`config.mk`:
```
export PLATFORM = sky130hd
export DESIGN_NAME = mem_access_unit
export DESIGN_NICKNAME = d
export VERILOG_FILES = /design/src/rtl/mem_pkg.sv /design/src/rtl/load_formatter.sv /design/src/rtl/mem_access_unit.sv
export SDC_FILE = /design/constraint.sdc
export NUM_CORES = 1
export LEC_CHECK = 0
export ABC_AREA = 1
export BUFFER_PORTS_ARGS = -buffer_cell sky130_fd_sc_hd__buf_4
export CAP_MARGIN = 20
export CELL_PAD_IN_SITES_DETAIL_PLACEMENT = 0
export CELL_PAD_IN_SITES_GLOBAL_PLACEMENT = 2
export CORE_ASPECT_RATIO = 1.5
export CORE_MARGIN = 1
export CORE_UTILIZATION = 27
export DETAILED_ROUTE_END_ITERATION = 6
export GPL_TIMING_DRIVEN = 0
export PLACE_DENSITY_LB_ADDON = 0.1
export SLEW_MARGIN = 20
export SYNTH_ARGS = -nofsm -noshare
export SYNTH_HDL_FRONTEND = slang
export SYNTH_SLANG_ARGS = --single-unit
```
`constraint.sdc`:
```
create_clock -name clk -period 1.8 [get_ports clk]
set_input_delay 0.36 -clock clk [delete_from_list [all_inputs] [get_ports clk]]
set_output_delay 0.36 -clock clk [all_outputs]
set_load 0.005 [all_outputs]
```
`src/rtl/mem_pkg.sv`:
```
// Shared definitions for the data-memory access unit: RV32I load/store funct3
// encodings, the access FSM state type and access-size decoding.
package mem_pkg;

  localparam logic [2:0] F3_B  = 3'b000;
  localparam logic [2:0] F3_H  = 3'b001;
  localparam logic [2:0] F3_W  = 3'b010;
  localparam logic [2:0] F3_BU = 3'b100;
  localparam logic [2:0] F3_HU = 3'b101;

  typedef enum logic [1:0] {
    IDLE,
    WAIT,
    DONE
  } mem_state_t;

  typedef enum logic [1:0] {
    SZ_B,
    SZ_H,
    SZ_W
  } mem_size_t;

  // Reserved encodings (011, 110, 111) fall through to word size.
  function automatic mem_size_t f3_size(input logic [2:0] f3);
    case (f3)
      F3_B, F3_BU: f3_size = SZ_B;
      F3_H, F3_HU: f3_size = SZ_H;
      default:     f3_size = SZ_W;
    endcase
  endfunction

endpackage

```
`src/rtl/load_formatter.sv`:
```
// Combinational load-data formatter: selects the addressed byte/halfword lane
// of a bus word and sign- or zero-extends it according to funct3.
module load_formatter
  import mem_pkg::*;
(
  input  logic [31:0] rdata,
  input  logic [1:0]  addr_lo,
  input  logic [2:0]  funct3,
  output logic [31:0] fmt_data
);

  logic [7:0]  byte_sel;
  logic [15:0] half_sel;

  always_comb begin
    case (addr_lo)
      2'd0:    byte_sel = rdata[7:0];
      2'd1:    byte_sel = rdata[15:8];
      2'd2:    byte_sel = rdata[23:16];
      default: byte_sel = rdata[31:24];
    endcase
    half_sel = addr_lo[1] ? rdata[31:16] : rdata[15:0];

    case (funct3)
      F3_B:    fmt_data = {{24{byte_sel[7]}}, byte_sel};
      F3_BU:   fmt_data = {24'h0, byte_sel};
      F3_H:    fmt_data = {{16{half_sel[15]}}, half_sel};
      F3_HU:   fmt_data = {16'h0, half_sel};
      default: fmt_data = rdata;
    endcase
  end

endmodule

```
`src/rtl/mem_access_unit.sv`:
```
// MEM-stage data-memory access unit: IDLE/WAIT/DONE handshake with a req/ack bus,
// store lane steering, load formatting and a WAIT timeout.
// Optional: define MEM_MISALIGN_TRAP_EN to trap misaligned half/word accesses.
module mem_access_unit
  import mem_pkg::*;
#(
  parameter int unsigned TIMEOUT_CYCLES = 255
) (
  input  logic        clk,
  input  logic        rstn,
  input  logic [31:0] ex_mem_alu_result,
  input  logic [31:0] ex_mem_rs2_data,
  input  logic        ex_mem_mem_read,
  input  logic        ex_mem_mem_write,
  input  logic [2:0]  ex_mem_funct3,
  output logic [31:0] mem_mem_read_data,
  output logic        mem_stall,
  output logic        mem_bus_err,
  output logic        mem_misaligned,
  output logic        dmem_req,
  output logic        dmem_we,
  output logic [31:0] dmem_addr,
  output logic [31:0] dmem_wdata,
  output logic [3:0]  dmem_be,
  input  logic        dmem_ack,
  input  logic [31:0] dmem_rdata
);

  localparam int unsigned CNT_W = (TIMEOUT_CYCLES > 1) ? $clog2(TIMEOUT_CYCLES) : 1;
  localparam logic [CNT_W-1:0] CNT_LAST = CNT_W'(TIMEOUT_CYCLES - 1);

  mem_state_t       state_q, state_d;
  logic             req_q, req_d;
  logic             we_q, we_d;
  logic [31:0]      addr_q, addr_d;
  logic [31:0]      wdata_q, wdata_d;
  logic [3:0]       be_q, be_d;
  logic [31:0]      rd_data_q, rd_data_d;
  logic             bus_err_q, bus_err_d;
  logic [CNT_W-1:0] cnt_q, cnt_d;
  logic             is_load_q, is_load_d;
  logic [2:0]       f3_q, f3_d;
  logic [1:0]       off_q, off_d;

  logic [31:0] load_fmt;
  logic        access;
  logic        misaligned;
  mem_size_t   size;

  load_formatter u_load_formatter (
    .rdata    (dmem_rdata),
    .addr_lo  (off_q),
    .funct3   (f3_q),
    .fmt_data (load_fmt)
  );

  assign access = ex_mem_mem_read | ex_mem_mem_write;
  assign size   = f3_size(ex_mem_funct3);

`ifdef MEM_MISALIGN_TRAP_EN
  assign misaligned = ((size == SZ_H) && ex_mem_alu_result[0]) ||
                      ((size == SZ_W) && (ex_mem_alu_result[1:0] != 2'b00));
`else
  assign misaligned = 1'b0;
`endif

  always_comb begin
    state_d        = state_q;
    req_d          = req_q;
    we_d           = we_q;
    addr_d         = addr_q;
    wdata_d        = wdata_q;
    be_d           = be_q;
    rd_data_d      = rd_data_q;
    bus_err_d      = 1'b0;
    cnt_d          = cnt_q;
    is_load_d      = is_load_q;
    f3_d           = f3_q;
    off_d          = off_q;
    mem_stall      = 1'b0;
    mem_misaligned = 1'b0;

    case (state_q)
      IDLE: begin
        mem_misaligned = access & misaligned;
        if (access && !misaligned) begin
          mem_stall = 1'b1;
          state_d   = WAIT;
          req_d     = 1'b1;
          we_d      = ex_mem_mem_write;
          addr_d    = {ex_mem_alu_result[31:2], 2'b00};
          is_load_d = ~ex_mem_mem_write;
          f3_d      = ex_mem_funct3;
          off_d     = ex_mem_alu_result[1:0];
          cnt_d     = '0;
          if (ex_mem_mem_write) begin
            case (size)
              SZ_B: begin
                be_d    = 4'b0001 << ex_mem_alu_result[1:0];
                wdata_d = {4{ex_mem_rs2_data[7:0]}};
              end
              SZ_H: begin
                be_d    = 4'b0011 << {ex_mem_alu_result[1], 1'b0};
                wdata_d = {2{ex_mem_rs2_data[15:0]}};
              end
              default: begin
                be_d    = 4'b1111;
                wdata_d = ex_mem_rs2_data;
              end
            endcase
          end else begin
            be_d    = 4'b1111;
            wdata_d = ex_mem_rs2_data;
          end
        end else if (access && !ex_mem_mem_write) begin
          // Trapped load: no bus cycle, result forced to zero.
          rd_data_d = '0;
        end
      end

      WAIT: begin
        mem_stall = 1'b1;
        if (dmem_ack) begin
          req_d   = 1'b0;
          state_d = DONE;
          if (is_load_q) rd_data_d = load_fmt;
        end else if (cnt_q == CNT_LAST) begin
          req_d     = 1'b0;
          state_d   = DONE;
          bus_err_d = 1'b1;
          if (is_load_q) rd_data_d = '0;
        end else begin
          cnt_d = cnt_q + 1'b1;
        end
      end

      DONE: begin
        state_d = IDLE;
      end

      default: begin
        state_d = IDLE;
        req_d   = 1'b0;
      end
    endcase
  end

  always_ff @(posedge clk or negedge rstn) begin
    if (!rstn) begin
      state_q   <= IDLE;
      req_q     <= 1'b0;
      we_q      <= 1'b0;
      addr_q    <= '0;
      wdata_q   <= '0;
      be_q      <= '0;
      rd_data_q <= '0;
      bus_err_q <= 1'b0;
      cnt_q     <= '0;
      is_load_q <= 1'b0;
      f3_q      <= '0;
      off_q     <= '0;
    end else begin
      state_q   <= state_d;
      req_q     <= req_d;
      we_q      <= we_d;
      addr_q    <= addr_d;
      wdata_q   <= wdata_d;
      be_q      <= be_d;
      rd_data_q <= rd_data_d;
      bus_err_q <= bus_err_d;
      cnt_q     <= cnt_d;
      is_load_q <= is_load_d;
      f3_q      <= f3_d;
      off_q     <= off_d;
    end
  end

  assign dmem_req          = req_q;
  assign dmem_we           = we_q;
  assign dmem_addr         = addr_q;
  assign dmem_wdata        = wdata_q;
  assign dmem_be           = be_q;
  assign mem_mem_read_data = rd_data_q;
  assign mem_bus_err       = bus_err_q;

endmodule

```
==> impl_metrics.tcl <==
set metrics [dict create \
    status "complete, no violations" \
    ys_seq_elements 117 \
    fmax_mhz 579 \
    worst-path-max-fanout 5 \
    start_util 0.277 \
    startpoint "state_q[1]" \
    die_w_um 119 \
    power_density_mw_per_mm2 1700 \
    drtIter0Drc 209 \
    ys_async_sr_fraction 1.00 \
    wire_per_inst_um 15.7 \
    synth_edf_count 0 \
    pin_count 209 \
    synthAdderAreaFrac 0.00454 \
    drv_cap 0 \
    synth_simple_gate_area_frac 0.306 \
    cts.path.max_buffers 2 \
    drv_slew 0 \
    worstSkewPairLatency_ns 0.41 \
    post_route_cells_drive_above_1_share 0.344 \
    r2r-start "cnt_q[0]" \
    nNetsFinal 1044 \
    synth_area_leaders "dfrtp_1 (53%), nand2_1 (20%), o21ai_0 (4.6%)" \
    ir_drop_uv 803 \
    dp_hpwl_mm 14.3 \
    first_pass_iters 4 \
    antenna_found_initial 0 \
    grt_pass1_vias 5428 \
    setup_tns_ns 0 \
    rrSetupSlack_ns 0.12 \
    cts.sinks 117 \
    cts_tree "yes" \
    fillers 2088 \
    grt_overflow 0 \
    yosysTopAreaCellShare 0.531 \
    path_clk_slew_ns 0.06 \
    antenna_left 0 \
    crit_path_end "mem_stall" \
    multi_input_area_mm2 0.00235 \
    drt_wl_total_mm 19.0 \
    r2r-end "mem_mem_read_data[20]" \
    rows 63 \
    area_growth_pct 51.9 \
    worst_pin_slew_ns 0.596 \
    ys.flop_type "dfrtp_1" \
    synth-seq-area-share 0.531 \
    synth-warning-count 0 \
    dr_total_vias 5461 \
    yosysMostFrequentCell "nand2_1" \
    portBuffers 204 \
    grt_start_max_net_pins 72 \
    critPathRequiredTime_ns 1.44 \
    skew_ns 0.00793 \
    setup_viol 0 \
    design.die.area_mm2 0.0210 \
    place_inst 1162 \
    slew_headroom 0.603 \
    routed_via_density 4.51 \
    htree_num_levels 4 \
    cts_made_buffers 17 \
    dpl-instance-area_mm2 0.00740 \
    antennaDiodeCount 0 \
    critical_path_arrival_ns 1.37 \
    endpoint_kind "output pin" \
    min_period_ns 1.73 \
    fin_area_mm2 0.00837 \
    min_from "ex_mem_alu_result[4]" \
    cellLeakagePower_nw 4.41 \
    start_kind "flip-flop" \
    synth_top_area_cell "dfrtp_1" \
    rsz0062_at_grt "yes" \
    gp_congestion 0.779 \
    syn_avg_cell_area_um2 7.93 \
    cts_root_buffer "clkbuf_16" \
    synth_area_mm2 0.00551 \
    synth_compound_area_frac 0.0929 \
    synth_xor_area_frac 0.00159 \
    period_share 0.959 \
    syn_inst 695 \
    min_path_type "in2reg" \
    r2r_cells 11 \
    path_class "reg2out" \
    grt_first_pass_wirelength_mm 29.6 \
    placeableCoreArea_mm2 0.0199 \
    ys_types 33 \
    final_cells 1210 \
    muxShareOfSynthArea 0 \
    yosys-top-cells-count "nand2_1 (291), dfrtp_1 (117), inv_1 (51), o21ai_0 (51), nand3_1 (42)" \
    finalHoldViolations 0 \
    global_route.usage.total 0.184 \
    regArea_mm2 0.00293 \
    synth_top_family_by_area "simple AND/OR/NAND/NOR gates" \
    chipHeight_um 177 \
    drcViolationCount 0 \
]
-- how the worst min path moves through the flow --
stage | end | cells after the start
final | dmem_addr[4] | 3
after detailed placement | cnt_q[2] | 1
after global routing | dmem_addr[17] | 3
after CTS | dmem_addr[11] | 3
after floorplan | cnt_q[0] | 0
after global placement | dmem_addr[20] | 2
-- cells by family (layout without fill, tap and decap cells) --
family,Yosys count,after routing
adders and majority gates,2,2
buffers and inverters,83,336
AOI/OAI and AO/OA,90,90
and+or+nand+nor,401,401
DFF,117,117
xor gates and xnor gates,1,1
other,1,3
-- stage by stage --
| step | power, mW | hold WS, ns | util | setup WS (ns) |
|---|---|---|---|---|
| final | 14.2 | 0.135 | 0.421 | 0.0742 |
| after global routing | 15.3 | 0.124 | 0.421 | -0.00743 |
| after CTS | 14.1 | 0.112 | 0.410 | -0.0471 |
| after detailed placement | 10.1 | 0.337 | 0.373 | -0.246 |
| after global placement | 10.1 | 0.463 | 0.371 | -0.241 |
| after floorplan | 7.16 | 0.0644 | - | 0.271 |
-- worst max-delay path: stages (launching register included) --
cell and delay (ns):
dfrtp_2 0.42, buf_4 0.16, inv_1 0.08, nand2_2 0.11
nand2_2 0.09, buf_4 0.10
-- cells in the final DEF (no fill, tap or decap), types with 13 or more instances in the layout --
cell / instances
o211ai_1: 14
dfrtp_1: 112
a21oi_1: 13
clkbuf_16: 19
buf_4: 220
nand3_1: 36
o21ai_0: 49
nand2_1: 286
nor2_1: 25
inv_1: 50
or2_2: 15
-- flip-flops by register name, summed over array words and instances (netlist names) --
signal and cells:
state_q 2, cnt_q 8, mem_bus_err 1, dmem_we 1, mem_mem_read_data 32, dmem_req 1
dmem_be 4, is_load_q 1, f3_q 3, off_q 2, dmem_addr 30, dmem_wdata 32
-- what timing repair did --
action | 4_1_cts | 5_1_grt
pin swaps | 3 | 9
endpoints found under the setup margin | 37 | 68
endpoints found under the hold margin | 46 | 0
setup buffers | 8 | 7
resized for setup | 15 | 42
hold buffers | 1 | 0
cloned | 0 | 2
-- area by class of cell --
cell class | instances | area share
Clock buffer | 20 | 0.0558
Sequential cell | 117 | 0.351
Clock inverter | 11 | 0.0209
Buffer | 29 | 0.0212
Timing Repair Buffer | 223 | 0.208
Inverter | 53 | 0.0238
Multi-Input combinational cell | 497 | 0.281
Tap cell | 260 | 0.0389
-- per-layer routing --
| layer | routed length [um] | global-route usage |
|---|---|---|
| met5 | 0 | 0 |
| met4 | 332 | 0.0643 |
| met3 | 1410 | 0.0625 |
| met2 | 10000 | 0.327 |
| met1 | 7250 | 0.204 |
-- power breakdown --
| group | total (mW) | switching (mW) | internal (mW) |
|---|---|---|---|
| Sequential | 4.45 | 0.698 | 3.75 |
| Clock | 3.70 | 1.27 | 2.42 |
| Combinational | 6.06 | 3.29 | 2.77 |
(Power assumes the default switching activity.)
